<file path="config.mk">
export PLATFORM = sky130hd
export DESIGN_NAME = mpram_sclk
export DESIGN_NICKNAME = d
export VERILOG_FILES = /design/src/rtl/mpram_pkg.sv /design/src/rtl/mpram_clr_fsm.sv /design/src/rtl/mpram_sclk.sv
export SDC_FILE = /design/constraint.sdc
export NUM_CORES = 1
export LEC_CHECK = 0
export BUFFER_PORTS_ARGS = -buffer_cell sky130_fd_sc_hd__buf_2
export CORE_UTILIZATION = 50
export DETAILED_ROUTE_END_ITERATION = 6
export PLACE_DENSITY = 0.69
export RECOVER_POWER = 50
export REMOVE_ABC_BUFFERS = 1
export SYNTH_ARGS = -nofsm -noshare
export SYNTH_HDL_FRONTEND = slang
export SYNTH_HIERARCHICAL = 1
export SYNTH_SLANG_ARGS = --single-unit
</file>
<file path="constraint.sdc">
create_clock -name clk -period 2.2 [get_ports clk]
set_input_delay 0.44 -clock clk [delete_from_list [all_inputs] [get_ports clk]]
set_output_delay 0.44 -clock clk [all_outputs]
set_load 0.01 [all_outputs]
</file>
<file path="src/rtl/mpram_pkg.sv">
// Shared definitions for the multi-port single-clock RAM: clear-sequencer
// state encodings and the legal READ_LATENCY values.
package mpram_pkg;

    typedef enum logic [0:0] {
        ST_IDLE  = 1'b0,
        ST_CLEAR = 1'b1
    } clr_state_e;

    localparam int READ_LAT_MIN = 32'sd1;
    localparam int READ_LAT_MAX = 32'sd2;

endpackage

</file>
<file path="src/rtl/mpram_clr_fsm.sv">
// Hardware clear sequencer: after reset release it walks every address once,
// raising busy and a zero-write strobe until the last word is cleared.
module mpram_clr_fsm
    import mpram_pkg::*;
#(
    parameter int ADDR_WIDTH = 32'sd5
) (
    input  logic                  clk,
    input  logic                  rst,
    output logic                  busy,
    output logic [ADDR_WIDTH-1:0] clr_addr,
    output logic                  clr_we
);

    localparam logic [ADDR_WIDTH-1:0] LAST_ADDR = {ADDR_WIDTH{1'b1}};

    clr_state_e            state_r;
    clr_state_e            state_nxt_s;
    logic                  pend_r;
    logic                  pend_nxt_s;
    logic [ADDR_WIDTH-1:0] addr_r;
    logic [ADDR_WIDTH-1:0] addr_nxt_s;
    logic                  busy_r;
    logic                  busy_nxt_s;
    logic                  we_r;

    // State register and registered outputs; reset re-arms a clear from address 0.
    always_ff @(posedge clk) begin
        if (!rst) begin
            state_r <= ST_IDLE;
            pend_r  <= 1'b1;
            addr_r  <= {ADDR_WIDTH{1'b0}};
            busy_r  <= 1'b0;
            we_r    <= 1'b0;
        end else begin
            state_r <= state_nxt_s;
            pend_r  <= pend_nxt_s;
            addr_r  <= addr_nxt_s;
            busy_r  <= busy_nxt_s;
            we_r    <= busy_nxt_s;
        end
    end

    // Next-state logic: one address per cycle while clearing.
    always_comb begin
        state_nxt_s = state_r;
        pend_nxt_s  = pend_r;
        addr_nxt_s  = addr_r;
        case (state_r)
            ST_IDLE: begin
                if (pend_r) begin
                    state_nxt_s = ST_CLEAR;
                    pend_nxt_s  = 1'b0;
                    addr_nxt_s  = {ADDR_WIDTH{1'b0}};
                end else begin
                    state_nxt_s = ST_IDLE;
                    pend_nxt_s  = 1'b0;
                    addr_nxt_s  = addr_r;
                end
            end
            ST_CLEAR: begin
                if (addr_r == LAST_ADDR) begin
                    state_nxt_s = ST_IDLE;
                    addr_nxt_s  = {ADDR_WIDTH{1'b0}};
                end else begin
                    state_nxt_s = ST_CLEAR;
                    addr_nxt_s  = addr_r + ADDR_WIDTH'(1'b1);
                end
            end
            default: begin
                state_nxt_s = ST_IDLE;
                pend_nxt_s  = 1'b1;
                addr_nxt_s  = {ADDR_WIDTH{1'b0}};
            end
        endcase
    end

    // Output decode from the next state so busy/strobe leave the register bank.
    always_comb begin
        busy_nxt_s = 1'b0;
        if (state_nxt_s == ST_CLEAR) begin
            busy_nxt_s = 1'b1;
        end else begin
            busy_nxt_s = 1'b0;
        end
    end

    assign busy     = busy_r;
    assign clr_we   = we_r;
    assign clr_addr = addr_r;

endmodule

</file>
<file path="src/rtl/mpram_sclk.sv">
// Single-clock RAM with one byte-enabled write port and NUM_RD read ports.
// Define MPRAM_HWCLR_EN to build in the post-reset hardware clear sequencer.
module mpram_sclk
    import mpram_pkg::*;
#(
    parameter int ADDR_WIDTH    = 32'sd5,
    parameter int DATA_WIDTH    = 32'sd32,
    parameter int NUM_RD        = 32'sd2,
    parameter int READ_LATENCY  = 32'sd1,
    parameter bit ENABLE_BYPASS = 1'b1
) (
    input  logic                         clk,
    input  logic                         rst,
    input  logic [NUM_RD*ADDR_WIDTH-1:0] raddr,
    input  logic [NUM_RD-1:0]            re,
    input  logic [ADDR_WIDTH-1:0]        waddr,
    input  logic                         we,
    input  logic [DATA_WIDTH/8-1:0]      wbe,
    input  logic [DATA_WIDTH-1:0]        din,
    output logic [NUM_RD*DATA_WIDTH-1:0] dout,
    output logic [NUM_RD-1:0]            rvalid,
    output logic                         busy
);

    localparam int  DEPTH  = 32'sd1 << ADDR_WIDTH;
    localparam int  NBYTES = DATA_WIDTH / 32'sd8;
    localparam bit  LAT2_C = (READ_LATENCY == READ_LAT_MAX);

    function automatic logic [DATA_WIDTH-1:0] merge_bytes(
        input logic [DATA_WIDTH-1:0] old_word,
        input logic [DATA_WIDTH-1:0] new_word,
        input logic [NBYTES-1:0]     be
    );
        logic [DATA_WIDTH-1:0] res;
        res = old_word;
        for (int k = 0; k < NBYTES; k++) begin
            if (be[k]) begin
                res[8*k +: 8] = new_word[8*k +: 8];
            end else begin
                res[8*k +: 8] = old_word[8*k +: 8];
            end
        end
        return res;
    endfunction

    logic [DATA_WIDTH-1:0] mem_r [DEPTH];
    logic                  busy_s;
    logic                  clr_we_s;
    logic [ADDR_WIDTH-1:0] clr_addr_s;
    logic                  wr_en_s;
    logic [NUM_RD-1:0]     rd_en_s;

`ifdef MPRAM_HWCLR_EN
    mpram_clr_fsm #(
        .ADDR_WIDTH (ADDR_WIDTH)
    ) u_clr_fsm (
        .clk      (clk),
        .rst      (rst),
        .busy     (busy_s),
        .clr_addr (clr_addr_s),
        .clr_we   (clr_we_s)
    );
`else
    assign busy_s     = 1'b0;
    assign clr_we_s   = 1'b0;
    assign clr_addr_s = {ADDR_WIDTH{1'b0}};
`endif

    assign busy    = busy_s;
    assign wr_en_s = we & ~busy_s;
    assign rd_en_s = re & {NUM_RD{~busy_s}};

    // Memory array: clear strobe has priority; user writes only touch enabled bytes.
    always_ff @(posedge clk) begin
        if (clr_we_s) begin
            mem_r[clr_addr_s] <= {DATA_WIDTH{1'b0}};
        end else if (wr_en_s) begin
            for (int k = 0; k < NBYTES; k++) begin
                if (wbe[k]) begin
                    mem_r[waddr][8*k +: 8] <= din[8*k +: 8];
                end
            end
        end
    end

    for (genvar gi = 0; gi < NUM_RD; gi++) begin : g_rd
        logic [ADDR_WIDTH-1:0] ra_s;
        logic [DATA_WIDTH-1:0] old_s;
        logic [DATA_WIDTH-1:0] word_s;
        logic                  hit_s;
        logic                  v1_r;
        logic [DATA_WIDTH-1:0] d1_r;

        assign ra_s  = raddr[gi*ADDR_WIDTH +: ADDR_WIDTH];
        assign old_s = mem_r[ra_s];
        assign hit_s = ENABLE_BYPASS & wr_en_s & (waddr == ra_s);

        // Same-cycle write forwarding, or the pre-write word when bypass is off.
        always_comb begin
            word_s = old_s;
            if (hit_s) begin
                word_s = merge_bytes(old_s, din, wbe);
            end else begin
                word_s = old_s;
            end
        end

        // First read stage; data is zeroed whenever the slot carries no result.
        always_ff @(posedge clk) begin
            if (!rst) begin
                v1_r <= 1'b0;
                d1_r <= {DATA_WIDTH{1'b0}};
            end else if (rd_en_s[gi]) begin
                v1_r <= 1'b1;
                d1_r <= word_s;
            end else begin
                v1_r <= 1'b0;
                d1_r <= {DATA_WIDTH{1'b0}};
            end
        end

        if (LAT2_C) begin : g_lat2
            logic                  v2_r;
            logic [DATA_WIDTH-1:0] d2_r;

            // Second output stage for the two-cycle configuration.
            always_ff @(posedge clk) begin
                if (!rst) begin
                    v2_r <= 1'b0;
                    d2_r <= {DATA_WIDTH{1'b0}};
                end else begin
                    v2_r <= v1_r;
                    d2_r <= d1_r;
                end
            end

            assign rvalid[gi]                           = v2_r;
            assign dout[gi*DATA_WIDTH +: DATA_WIDTH]    = d2_r;
        end else begin : g_lat1
            assign rvalid[gi]                           = v1_r;
            assign dout[gi*DATA_WIDTH +: DATA_WIDTH]    = d1_r;
        end
    end

endmodule

</file>
; Word level (Yosys, flattened, before mapping)
; Memories as Yosys holds them, arrays and structs flattened.
; Index checks and enable logic that the tools add are counted.
[word_totals]
reg_bits = 66
ram_bits = 1024
input_bits = 56
output_inout_bits = 67
wordCells = 35
n_memories = 1
[classes]
n_eq_ne = 2
muxes = 24
n_bitwise = 2
reduce_logical = 2
[mem_list]
columns = name, words, word_bits, rd, rd_ports_with_merged_regs, write_ports, line_no
row1 = mem_r, 32, 32, 2, 0, 1, mpram_sclk.sv:46  ; logic [DATA_WIDTH-1:0] mem_r [DEPTH];
[ops]
columns = operator, n
row1 = 2-to-1 mux 32 bit, 2
row2 = 2-to-1 mux 8 bit, 8
row3 = 2-to-1 mux 1 bit, 14
row4 = equality test 5 bit, 2
row5 = AND reduction 2 bit, 2
row6 = bitwise AND 1 bit, 2

; Longest topological paths before layout
[logic_depth]
ltp_word = 3
ltp_mapped = 10
ltp_nobuf = 5

; Worst setup path after synthesis
; No wires, ideal clock.
[synth_path]
kind = input to register
start = input raddr[0]
end = register g_rd[0].d1_r[13]
setup_ns = 0.117
arrival_time_ns = 2.238
required_ns = 2.083
path_slack_ns = -0.155
cell_stages = 8
path_cell_list = buf_6 > buf_4 > buf_4 > buf_2 > mux4_2 > mux2i_1 > a32oi_1 > a32o_1
[synth_via]
elab_chain_cells = 3
[synth_lines]
columns = item, line_no
row1 = "start, declared", mpram_sclk.sv:14  ; input logic [NUM_RD*ADDR_WIDTH-1:0] raddr,
row2 = memory read (32 x 32 bit) or equality test 5 bit (tied branches), --
row3 = 2-to-1 mux 8 bit or bitwise AND 1 bit (tied branches), "mpram_sclk.sv:37, mpram_sclk.sv:96"
row4 = 2-to-1 mux 32 bit (*), mpram_sclk.sv:101  ; if (hit_s) begin
row5 = "end signal, assigned", mpram_sclk.sv:112  ; d1_r <= {DATA_WIDTH{1'b0}};
row6 = "end signal, assigned", mpram_sclk.sv:115  ; d1_r <= word_s;
row7 = "end signal, assigned", mpram_sclk.sv:118  ; d1_r <= {DATA_WIDTH{1'b0}};
row8 = "end, declared", mpram_sclk.sv:92  ; logic [DATA_WIDTH-1:0] d1_r;
; Every way passes the cells marked *; elsewhere a longest branch is shown, timed or not.
; A chain may end at the register's enable or synchronous reset.

; Final worst setup path
[layout_path]
start = input waddr[4]
end = memory mem_r[20][9] (netlist name) (enable)
[layout_lines]
columns = item, line_no
row1 = "start, declared", mpram_sclk.sv:16  ; input logic [ADDR_WIDTH-1:0] waddr,
row2 = "end, declared", mpram_sclk.sv:46
; No word-level cell before the write port.

==> run metrics <==
outcome finished, violations left; violated checks max-capacitance violations, max-slew violations; final-stage net count 3196; critical path launch point type input port; cell count after synthesis 2689; Core Area 0.1000 mm²; crit end category flop; Core Util, Final 59.57%; power share of the sequential group 49.3%; clock sink count 1090; CTS hold repair buffers 0; largest net degree at the start of global routing 41; Initial Utilization 50.39%; # Post-CTS Setup Buffers 0; Resize count post-CTS 0; Peak VDD IR 0.0005871 V; Hold Slack 0.03338 ns; crit share post-route 96.49%; Area growth syn-to-layout 18.23%; Netlist cell types 50; EDFF count, synth 1024; Max FO, Critical Path 8; average wire per standard cell 33.93 µm; Pleak 20.12 nW; clock buffer depth 3; minimum clock period 2.123 ns; clock power share 41.9%; port bufs 121; drt drc 0; CTS clk-pin slew, worst paths 0.06 ns; 1st-iter DRT viols 4442; worst clock skew 0.02937 ns; drt total wl 154.0 mm; DR pass1 iterations 6; hpwl dp 101.8 mm; H-tree depth 3; CP Class input port to flop; gr ovfl total 0; Comb pwr share 8.8%; cell-internal power 0.03603 W; I/O pin count 123; CTS Buf Count 113; layout cells sized above 1 37.94%; Post-synth top flop edfxtp_1; layer with the highest usage met2; FFs w/ async S/R, synth 0%; power per standard cell area 782.7 mW/mm²; worst-margin pin slew 1.525 ns; Placed Instances 4323; clk_lat worst skew 0.71 ns; Total GRT Usage 30.33%; final setup fails 0; CP arrival 2.45 ns; Synth warnings 6; Via density 6.777; vias 30760; Slew Limit Headroom -1.683%; first-pass GRT wire length 220.8 mm; switching share of power 22.73%; met2 Usage GRT 47.67%; row count 116; vias in the first global route 31471; met3 Use GR 7.023%; final RePlAce weighted congestion 0.8871; HP Class input port to flop; max-slew violations 69; fin cells 4539; CTS tree yes; CTS Root Cell clkbuf_16; initial antenna violation count 8; antenna-violating nets left 0; grt met1 use 41.29%; Psw 0.01060 W; RSZ-0062 raised after global routing no; Total Power 0.04663 W; post-synthesis area per instance 18.74 µm²; TNS Setup 0 ns; max frequency 0.4711 GHz; Fin. Hold Viols 0; Synth Register Bits 1090; die area 0.1021 mm²; Max-Cap Viols 3; Cell Area, Synth 0.05039 mm²; worst path required time 2.52 ns; Die Y 319.5 µm; post-synthesis sequential area ratio 63.65%; DIE WIDTH 319.5 µm
kinds of logic after synthesis:
kind of cell,share of synthesized area [%]
flops,63.65
compound gates,4.018
xor+xnor,0.1738
other cells,0.007442
buf+inv,2.327
simple gates,3.101
mux,26.73
critical path, stage by stage:
cell and delay (ns):
clkbuf_1 0.48, clkbuf_1 0.27, and3b_1 0.26, nand2_1 0.25
nor2_1 0.16, clkbuf_1 0.56
synthesized netlist by cell type, drive strengths merged, types with 9 or more instances:
library cell	n	share of area, %
a221oi	42	0.73
nand2	164	1.2
o21ai	56	0.56
and3	9	0.11
clkbuf	81	0.61
o22ai	12	0.15
nor2	157	1.2
dfxtp	66	2.6
a21oi	33	0.33
buf	134	1.7
a221o	17	0.34
mux4	507	23
a211oi	14	0.21
a32o	10	0.20
mux2	45	1.0
a31oi	18	0.22
o2bb2ai	10	0.17
edfxtp	1024	61
a32oi	17	0.30
mux2i	154	3.1
a21boi	25	0.37
and2	11	0.14
nor2b	9	0.11
cells in the final DEF (no fill, tap or decap), types with 6 or more instances in the layout:
cell type and count:
a22oi_1 6, o21ai_1 6, mux2_2 32, a22o_1 7, nand4_1 6, clkbuf_8 8
edfxtp_1 1024, mux2_1 13, o2bb2ai_1 10, clkbuf_1 66, nand2_1 164, clkinv_2 25
xor2_1 7, o21ai_0 50, o211ai_1 7, a221o_1 17, and3_1 9, and2_1 10
o22ai_1 12, a32o_1 10, buf_2 82, clkbuf_16 114, a221oi_1 42, buf_12 91
buf_4 323, dfxtp_1 66, a32oi_1 17, clkinv_1 18, mux2i_1 154, a21boi_0 25
nand3_1 6, nor2b_1 7, a211oi_1 14, a31oi_1 18, bufinv_16 13, clkinvlp_4 10
clkinv_4 6, mux4_2 507, a21oi_1 33, nor2_1 156
stage by stage:
stage	area [µm²]	setup slack, ns
detailed placement	55910	-0.4443
finish	59570	0.07714
global route	59560	0.04987
global placement	55910	-0.3904
floorplan	49250	-0.9504
CTS	59680	0.1587
metal layers:
metal | vias up | wire length [µm]
met5 | - | 54
met4 | 10 | 6544
met3 | 389 | 18440
met2 | 2060 | 72670
met1 | 16043 | 56300
li1 | 12258 | -
cell type report:
class / count / area, µm²
clock buffer: 137 / 3019
tap: 1298 / 1624
sequential: 1090 / 32070
clock inverter: 75 / 753.2
fill: 7080 / 40430
inverter: 8 / 33.78
timing repair buffer: 551 / 4908
antenna: 4 / 10.01
multi-input combinational: 1376 / 17150
final timing paths:
path | start | end | slack [ns] | cells after the start
worst max-delay path | waddr[4] | mem_r[20][9] | 0.08 | 6
worst min-delay path | re[1] | g_rd[1].v1_r | 0.03 | 3
worst max register to register | mem_r[31][20] | g_rd[1].d1_r[20] | 0.18 | 6
worst min register to register | mem_r[20][12] | g_rd[0].d1_r[12] | 0.92 | 4
state kept, by name (all words and copies together) (netlist names):
register and flops:
g_rd.d1_r 64, mem_r 1024, g_rd.v1_r 2
power groups by stage:
stage,clock [W],sequential (W),combinational (W)
6_report,0.0195,0.0230,0.00410
5_1_grt,0.0204,0.0230,0.00428
4_1_cts,0.0197,0.0230,0.00408
3_5_place_dp,0,0.0234,0.00406
3_3_place_gp,0,0.0234,0.00399
2_1_floorplan,0,0.0234,0.00173
Power figures use the tool's default switching activity.
